File: src/rtl/muldiv_pkg.sv
// muldiv_pkg: shared op codes, states and constants
// for the iterative multiply/divide sequencer.
package muldiv_pkg;

  localparam logic [1:0] OP_MULT  = 2'b00;
  localparam logic [1:0] OP_MULTU = 2'b01;
  localparam logic [1:0] OP_DIV   = 2'b10;
  localparam logic [1:0] OP_DIVU  = 2'b11;

  localparam int ITER = 32;

  localparam logic [31:0] DIV0_LO = 32'hFFFF_FFFF;

  typedef enum logic [1:0] {
    S_IDLE,
    S_CALC,
    S_FIX
  } state_t;

  // Two's-complement magnitude when the operand is negative.
  function automatic logic [31:0] mag32(
    input logic [31:0] v,
    input logic        neg
  );
    return neg ? (~v + 32'd1) : v;
  endfunction

endpackage

File: src/rtl/muldiv_addsub.sv
// muldiv_addsub: 33-bit add/subtract shared by the
// multiply accumulate and the divide trial subtract.
module muldiv_addsub #(
  parameter int W = 33
) (
  input  logic [W-1:0] i_a,
  input  logic [W-1:0] i_b,
  input  logic         i_sub,
  output logic [W-1:0] o_res,
  output logic         o_borrow
);

  logic [W:0]   w_sum;
  logic [W-1:0] w_b;

  assign w_b   = i_sub ? ~i_b : i_b;
  assign w_sum = {1'b0, i_a} + {1'b0, w_b}
               + {{W{1'b0}}, i_sub};

  assign o_res    = w_sum[W-1:0];
  assign o_borrow = i_sub & ~w_sum[W];

endmodule

File: src/rtl/muldiv_seq.sv
// muldiv_seq: 32-cycle MULT/MULTU/DIV/DIVU sequencer
// owning HI/LO. Option macro: MULDIV_EARLY_OUT_EN.
module muldiv_seq
  import muldiv_pkg::*;
#(
  parameter int WIDTH = 32
) (
  input  logic             clk,
  input  logic             reset,
  input  logic             start,
  input  logic [1:0]       op,
  input  logic [WIDTH-1:0] DataA,
  input  logic [WIDTH-1:0] DataB,
  input  logic             hi_we,
  input  logic             lo_we,
  input  logic [WIDTH-1:0] wr_data,
  output logic             busy,
  output logic             done,
  output logic [WIDTH-1:0] hi,
  output logic [WIDTH-1:0] lo
);

  localparam logic [4:0] LAST = 5'(ITER - 1);

  state_t r_state;
  state_t w_state_nxt;

  logic [4:0]       r_cnt;
  logic [WIDTH-1:0] r_acc;
  logic [WIDTH-1:0] r_q;
  logic [WIDTH-1:0] r_opnd;
  logic [WIDTH-1:0] r_araw;
  logic             r_is_div;
  logic             r_neg_q;
  logic             r_neg_r;
  logic             r_div0;
  logic [WIDTH-1:0] r_hi;
  logic [WIDTH-1:0] r_lo;
  logic             r_done;

  logic             w_is_div;
  logic             w_signed;
  logic             w_sa;
  logic             w_sb;
  logic [WIDTH-1:0] w_mag_a;
  logic [WIDTH-1:0] w_mag_b;

  logic [WIDTH:0]   w_as_a;
  logic [WIDTH:0]   w_as_b;
  logic [WIDTH:0]   w_as_res;
  logic             w_as_borrow;

  logic [WIDTH:0]   w_mul_up;
  logic [WIDTH-1:0] w_mul_acc;
  logic [WIDTH-1:0] w_mul_q;
  logic [WIDTH-1:0] w_div_acc;
  logic [WIDTH-1:0] w_div_q;
  logic [WIDTH-1:0] w_nxt_acc;
  logic [WIDTH-1:0] w_nxt_q;
  logic [WIDTH-1:0] w_step_acc;
  logic [WIDTH-1:0] w_step_q;
  logic             w_eo;
  logic             w_eo_idle;

  logic [2*WIDTH-1:0] w_prod;
  logic [2*WIDTH-1:0] w_prod_f;
  logic [WIDTH-1:0]   w_quo_f;
  logic [WIDTH-1:0]   w_rem_f;
  logic [WIDTH-1:0]   w_fix_hi;
  logic [WIDTH-1:0]   w_fix_lo;

  assign w_is_div = (op == OP_DIV) || (op == OP_DIVU);
  assign w_signed = (op == OP_MULT) || (op == OP_DIV);
  assign w_sa     = w_signed & DataA[WIDTH-1];
  assign w_sb     = w_signed & DataB[WIDTH-1];
  assign w_mag_a  = mag32(DataA, w_sa);
  assign w_mag_b  = mag32(DataB, w_sb);

  // Multiply adds into the upper half; divide shifts
  // the remainder:quotient pair left and subtracts.
  assign w_as_a = r_is_div ? {r_acc, r_q[WIDTH-1]}
                           : {1'b0, r_acc};
  assign w_as_b = {1'b0, r_opnd};

  muldiv_addsub #(
    .W (WIDTH + 1)
  ) u_addsub (
    .i_a      (w_as_a),
    .i_b      (w_as_b),
    .i_sub    (r_is_div),
    .o_res    (w_as_res),
    .o_borrow (w_as_borrow)
  );

  assign w_mul_up  = r_q[0] ? w_as_res
                            : {1'b0, r_acc};
  assign w_mul_acc = w_mul_up[WIDTH:1];
  assign w_mul_q   = {w_mul_up[0], r_q[WIDTH-1:1]};

  assign w_div_acc = w_as_borrow ? w_as_a[WIDTH-1:0]
                                 : w_as_res[WIDTH-1:0];
  assign w_div_q   = {r_q[WIDTH-2:0], ~w_as_borrow};

  assign w_nxt_acc = r_is_div ? w_div_acc : w_mul_acc;
  assign w_nxt_q   = r_is_div ? w_div_q   : w_mul_q;

`ifdef MULDIV_EARLY_OUT_EN
  logic [4:0]         w_left;
  logic [WIDTH-1:0]   w_mask;
  logic [2*WIDTH-1:0] w_sh;

  // Once no multiplier bits remain, the rest of the
  // iterations are pure shifts; do them in one go.
  assign w_left = LAST - r_cnt;
  assign w_mask = (WIDTH'(1) << w_left) - WIDTH'(1);
  assign w_sh   = {w_mul_acc, w_mul_q} >> w_left;
  assign w_eo   = ~r_is_div
                & ((w_mul_q & w_mask) == '0);
  assign w_eo_idle = ~w_is_div & (w_mag_b == '0);

  assign w_step_acc = w_eo ? w_sh[2*WIDTH-1:WIDTH]
                           : w_nxt_acc;
  assign w_step_q   = w_eo ? w_sh[WIDTH-1:0]
                           : w_nxt_q;
`else
  assign w_eo       = 1'b0;
  assign w_eo_idle  = 1'b0;
  assign w_step_acc = w_nxt_acc;
  assign w_step_q   = w_nxt_q;
`endif

  assign w_prod   = {r_acc, r_q};
  assign w_prod_f = r_neg_q ? (~w_prod + 1'b1) : w_prod;
  assign w_quo_f  = r_neg_q ? (~r_q + 1'b1) : r_q;
  assign w_rem_f  = r_neg_r ? (~r_acc + 1'b1) : r_acc;

  // Sign-corrected results presented in FIX.
  always_comb begin
    w_fix_hi = w_prod_f[2*WIDTH-1:WIDTH];
    w_fix_lo = w_prod_f[WIDTH-1:0];
    if (r_is_div) begin
      if (r_div0) begin
        w_fix_hi = r_araw;
        w_fix_lo = DIV0_LO;
      end else begin
        w_fix_hi = w_rem_f;
        w_fix_lo = w_quo_f;
      end
    end
  end

  // State register.
  always_ff @(posedge clk or posedge reset) begin
    if (reset) r_state <= S_IDLE;
    else       r_state <= w_state_nxt;
  end

  // Next-state logic.
  always_comb begin
    w_state_nxt = r_state;
    unique case (r_state)
      S_IDLE: begin
        if (start)
          w_state_nxt = w_eo_idle ? S_FIX : S_CALC;
      end
      S_CALC: begin
        if ((r_cnt == LAST) || w_eo)
          w_state_nxt = S_FIX;
      end
      S_FIX:   w_state_nxt = S_IDLE;
      default: w_state_nxt = S_IDLE;
    endcase
  end

  // Operand capture and one iteration per CALC cycle.
  always_ff @(posedge clk or posedge reset) begin
    if (reset) begin
      r_cnt    <= '0;
      r_acc    <= '0;
      r_q      <= '0;
      r_opnd   <= '0;
      r_araw   <= '0;
      r_is_div <= 1'b0;
      r_neg_q  <= 1'b0;
      r_neg_r  <= 1'b0;
      r_div0   <= 1'b0;
    end else if (r_state == S_IDLE) begin
      if (start) begin
        r_cnt    <= '0;
        r_acc    <= '0;
        r_q      <= w_is_div ? w_mag_a : w_mag_b;
        r_opnd   <= w_is_div ? w_mag_b : w_mag_a;
        r_araw   <= DataA;
        r_is_div <= w_is_div;
        r_neg_q  <= w_sa ^ w_sb;
        r_neg_r  <= w_sa;
        r_div0   <= w_is_div & (DataB == '0);
      end
    end else if (r_state == S_CALC) begin
      r_cnt <= r_cnt + 5'd1;
      r_acc <= w_step_acc;
      r_q   <= w_step_q;
    end
  end

  // HI/LO: MTHI/MTLO only when idle, results in FIX.
  always_ff @(posedge clk or posedge reset) begin
    if (reset) begin
      r_hi <= '0;
      r_lo <= '0;
    end else if (r_state == S_FIX) begin
      r_hi <= w_fix_hi;
      r_lo <= w_fix_lo;
    end else if (r_state == S_IDLE) begin
      if (hi_we) r_hi <= wr_data;
      if (lo_we) r_lo <= wr_data;
    end
  end

  // Completion pulse follows the FIX cycle.
  always_ff @(posedge clk or posedge reset) begin
    if (reset) r_done <= 1'b0;
    else       r_done <= (r_state == S_FIX);
  end

  assign busy = (r_state != S_IDLE);
  assign done = r_done;
  assign hi   = r_hi;
  assign lo   = r_lo;

endmodule
File: config.mk
export PLATFORM = sky130hd
export DESIGN_NAME = muldiv_seq
export DESIGN_NICKNAME = d
export VERILOG_FILES = /design/src/rtl/muldiv_pkg.sv /design/src/rtl/muldiv_addsub.sv /design/src/rtl/muldiv_seq.sv
export SDC_FILE = /design/constraint.sdc
export NUM_CORES = 1
export LEC_CHECK = 0
export BUFFER_PORTS_ARGS = -buffer_cell sky130_fd_sc_hd__buf_2
export CAP_MARGIN = 25
export CORE_MARGIN = 2
export CORE_UTILIZATION = 35
export CTS_BUF_LIST = sky130_fd_sc_hd__clkbuf_16
export DETAILED_ROUTE_END_ITERATION = 12
export GPL_TIMING_DRIVEN = 0
export PLACE_DENSITY_LB_ADDON = 0.05
export SLEW_MARGIN = 20
export SYNTH_ARGS = -nofsm -noshare
export SYNTH_HDL_FRONTEND = slang
export SYNTH_SLANG_ARGS = --single-unit
File: constraint.sdc
create_clock -name clk -period 16.95 [get_ports clk]
set_input_delay 0.8475 -clock clk [delete_from_list [all_inputs] [get_ports clk]]
set_output_delay 0.8475 -clock clk [all_outputs]
set_load 0.02 [all_outputs]
==> metrics.csv <==
stage,metric,value,unit
finish,finish.instance_area,0.0190,sq mm
worst_setup_path,worst_ep_required_time,17.34,ns
detailed_routing,first_iter_violations,1986,
logic_synthesis,yosys-top-cells-count,"324 x nand2_1, 204 x dfrtp_1, 183 x a21oi_1, 177 x nor2_1, 172 x o21ai_0",
clock_tree,clkSinkCount,204,
worst_setup_path,worst-r2r-setup-slack,10.66,ns
finish,area_delta_synth_final,14.7,%
worst_setup_path,r2r_cells,15,
pwr,peakVddDrop,0.119,mV
global_route,grt_start_max_net_pins,91,
finish,final_net_count,2457,
floorplan,starting_density_of_the_core,35.5,%
finish,num_antenna_cells,0,
logic_synthesis,synth_cell_type_count,89,
clock_tree,clk_pin_slew_worst_paths,0.06,ns
placed_design,dp_worst_setup_slack,10.83,ns
placed_design,dp_hpwl,65.5,mm
sta,final_min_period_over_clock_period,37.1,%
global_route,via_count_of_the_first_global_routing_pass,16590,
logic_synthesis,netlist_instances,2119,
clock_tree,cts.root.buffer_cell,clkbuf_16,
worst_setup_path,reg2reg_from,r_is_div,
detailed_routing,post_drt_wl_per_cell,27.6,um
logic_synthesis,async_sr_flop_fraction,100,%
worst_setup_path,endpoint_kind,flop,
hold_path,min-delay-path-class,in2async,
sta,number_of_endpoints_failing_setup_at_the_final_stage,0,
sta,fmaxAchievable,159,MHz
logic_synthesis,synth-warning-count,0,
worst_setup_path,criticalPathCategory,reg2reg,
clock_tree,cts-hold-fix-buffers,0,
flow_run,maxCapViolCount,0,
sta,tightestPinTransition,1.14,ns
clock_tree,insertion_delay,0.56,ns
logic_synthesis,synth_ff_type,dfrtp_1,
finish,layout-drive-gt1-share,12.3,%
sta,timing.setup.tns,0,ns
status,failed_checks,DRC,
logic_synthesis,netlist.top_cell.by_area,dfrtp_1,
floorplan,core.rowCount,79,
clock_tree,tritoncts,done,
floorplan,die_width,222,um
floorplan,placeableCoreArea,0.0467,sq mm
pwr,leakage,8.13,nW
logic_synthesis,post-synth-top-count-cell,nand2_1,
logic_synthesis,synth_area,0.0166,sq mm
placed_design,port_buffers,167,
floorplan,die-height,222,um
floorplan,io_pins,169,
logic_synthesis,synth_enable_flop_cells,0,
finish,final_core_utilization,40.7,%
detailed_routing,drtAntennaViolNets,0,
logic_synthesis,synth.area.top_cells,"dfrtp_1 31%, nand2_1 7.3%, a21oi_1 5.5%",
detailed_routing,route.detailed.drc,5,
clock_tree,cts.repair.resized,0,
worst_setup_path,critPathMaxFanout,10,
floorplan,die_area,0.0491,sq mm
detailed_routing,detail_route.first_pass.iterations,10,
global_route,globalRoute.totalOverflow,0,
worst_setup_path,cp.arrival,6.69,ns
placed_design,routabilityCongestion,0.964,
placed_design,place_area,0.0182,sq mm
sta,hold_violations_final,0,
detailed_routing,wl,81.0,mm
sta,maxSlewViolCount,0,
sta,final.setup.worst_slack,10.66,ns
clock_tree,postCtsSetupRepairBufs,0,
global_route,global_route.usage.total,32.1,%
pwr,p_per_area,280,mW/mm^2
logic_synthesis,synth_fp_nets,2260,
logic_synthesis,yosys_register_bits,204,
detailed_routing,vias,17443,
clock_tree,cts_bufs_inserted,25,
sta,timing.slew.headroom,24.0,%
clock_tree,cts-root-to-sink-buffers,3,
global_route,grt_first_pass_wirelength,117,mm
global_route,grt_antenna_before_repair,0,
sta,finalCriticalPeriod,6.29,ns
sta,clock_skew,0.0107,ns
sta,rsz_0062_raised_after_global_routing,false,
worst_setup_path,cp-start-kind,flop,
pwr,power,5.33,mW
logic_synthesis,synth.yosys.seq_area_share,30.8,%
clock_tree,htree_num_levels,1,
detailed_routing,drt-vias-per-instance,5.93,
logic_synthesis,syn-mean-instance-area,7.82,sq um
status,status,finished with violations,
worst_setup_path,critical_path.reg2reg.endpoint,r_acc[11],
logic_synthesis,synth_top_area_share,30.8,%
## power by group
part	total, mW	switching, mW	leakage, nW	internal, mW
logic	3.85	2.46	5.26	1.38
clock network	0.525	0.228	0.396	0.297
registers	0.956	0.226	2.47	0.731
## state kept, by name, summed over array words and instances (netlist names)
signal    cells
r_q          32
hi           32
r_cnt         5
r_neg_q       1
done          1
r_neg_r       1
r_div0        1
r_opnd       32
r_state       2
r_araw       32
lo           32
r_acc        32
r_is_div      1
## metal layers
| metal | vias up | track usage [%] | routed length, um |
|---|---|---|---|
| met3 | 113 | 4.64 | 5980 |
| met1 | 8591 | 45.8 | 36400 |
| met4 | 0 | 8.52 | 2190 |
| li1 | 7986 | - | - |
| met5 | - | 0 | 0 |
| met2 | 753 | 50.9 | 36400 |
## critical path: stages, from the launching register on
cell and delay (ns):
dfrtp_1 0.48, clkbuf_1 0.61, clkbuf_1 0.91, buf_1 0.61, xor2_1 0.44, ha_1 0.36, a21oi_1 0.46, o21ai_0 0.23
a32oi_1 0.39, nor3b_1 0.15, or4_4 0.56, nand2_2 0.11, buf_6 0.18, buf_4 0.24, mux2i_1 0.22, o221ai_1 0.16
## kinds of logic (layout without fill, tap and decap cells)
kind of cell / count (synthesis) / in the layout / synth area share (%)
AOI/OAI and AO/OA: 651 / 651 / 24.3
xor gates and xnor gates: 183 / 183 / 9.67
adders and majority gates: 38 / 38 / 2.91
buffers and inverters: 203 / 417 / 4.82
DFF: 204 / 204 / 30.8
muxes: 112 / 112 / 7.04
and+or+nand+nor: 728 / 728 / 20.4
## metrics by stage
stage,std cells,hold WS (ns)
global placement,2893,0.457
floorplan,2119,0.440
finish,2940,0.273
detailed placement,2895,0.467
global route,2940,0.278
CTS,2939,0.265
## layout by cell type, fill, tap and decap left out, types with 15 or more instances in the layout
cell and count:
a211oi_1 21, a21o_1 16, a21oi_1 183, a31oi_1 18
buf_1 23, buf_2 173, clkbuf_1 143, clkbuf_16 25
dfrtp_1 204, ha_1 37, inv_1 26, mux2_2 37
mux2i_1 75, nand2_1 324, nand2b_1 22, nand3_1 47
nor2_1 177, nor2b_1 15, nor3_1 29, o21ai_0 172
o21ai_1 34, o22ai_1 41, o31ai_1 22, o41ai_1 15
or4_1 16, xnor2_1 92, xor2_1 91
## cell type report
cell class | count | area (sq um)
Buffer | 177 | 701
Clock buffer | 25 | 626
Clock inverter | 19 | 143
Fill cell | 4958 | 27700
Inverter | 26 | 105
Multi-Input combinational cell | 1712 | 10700
Sequential cell | 204 | 5100
Tap cell | 607 | 759
Timing Repair Buffer | 170 | 896
## worst max-delay path by stage
stage	from	end	slack [ns]	cells past startpoint
floorplan	reset	done	10.54	1
global placement	reset	r_opnd[8]	7.66	2
detailed placement	r_is_div	r_acc[21]	10.83	14
CTS	r_is_div	r_acc[21]	10.81	14
global route	r_is_div	r_acc[26]	10.46	15
finish	r_is_div	r_acc[11]	10.66	15
Note: power is estimated with default switching activity, not from simulation.
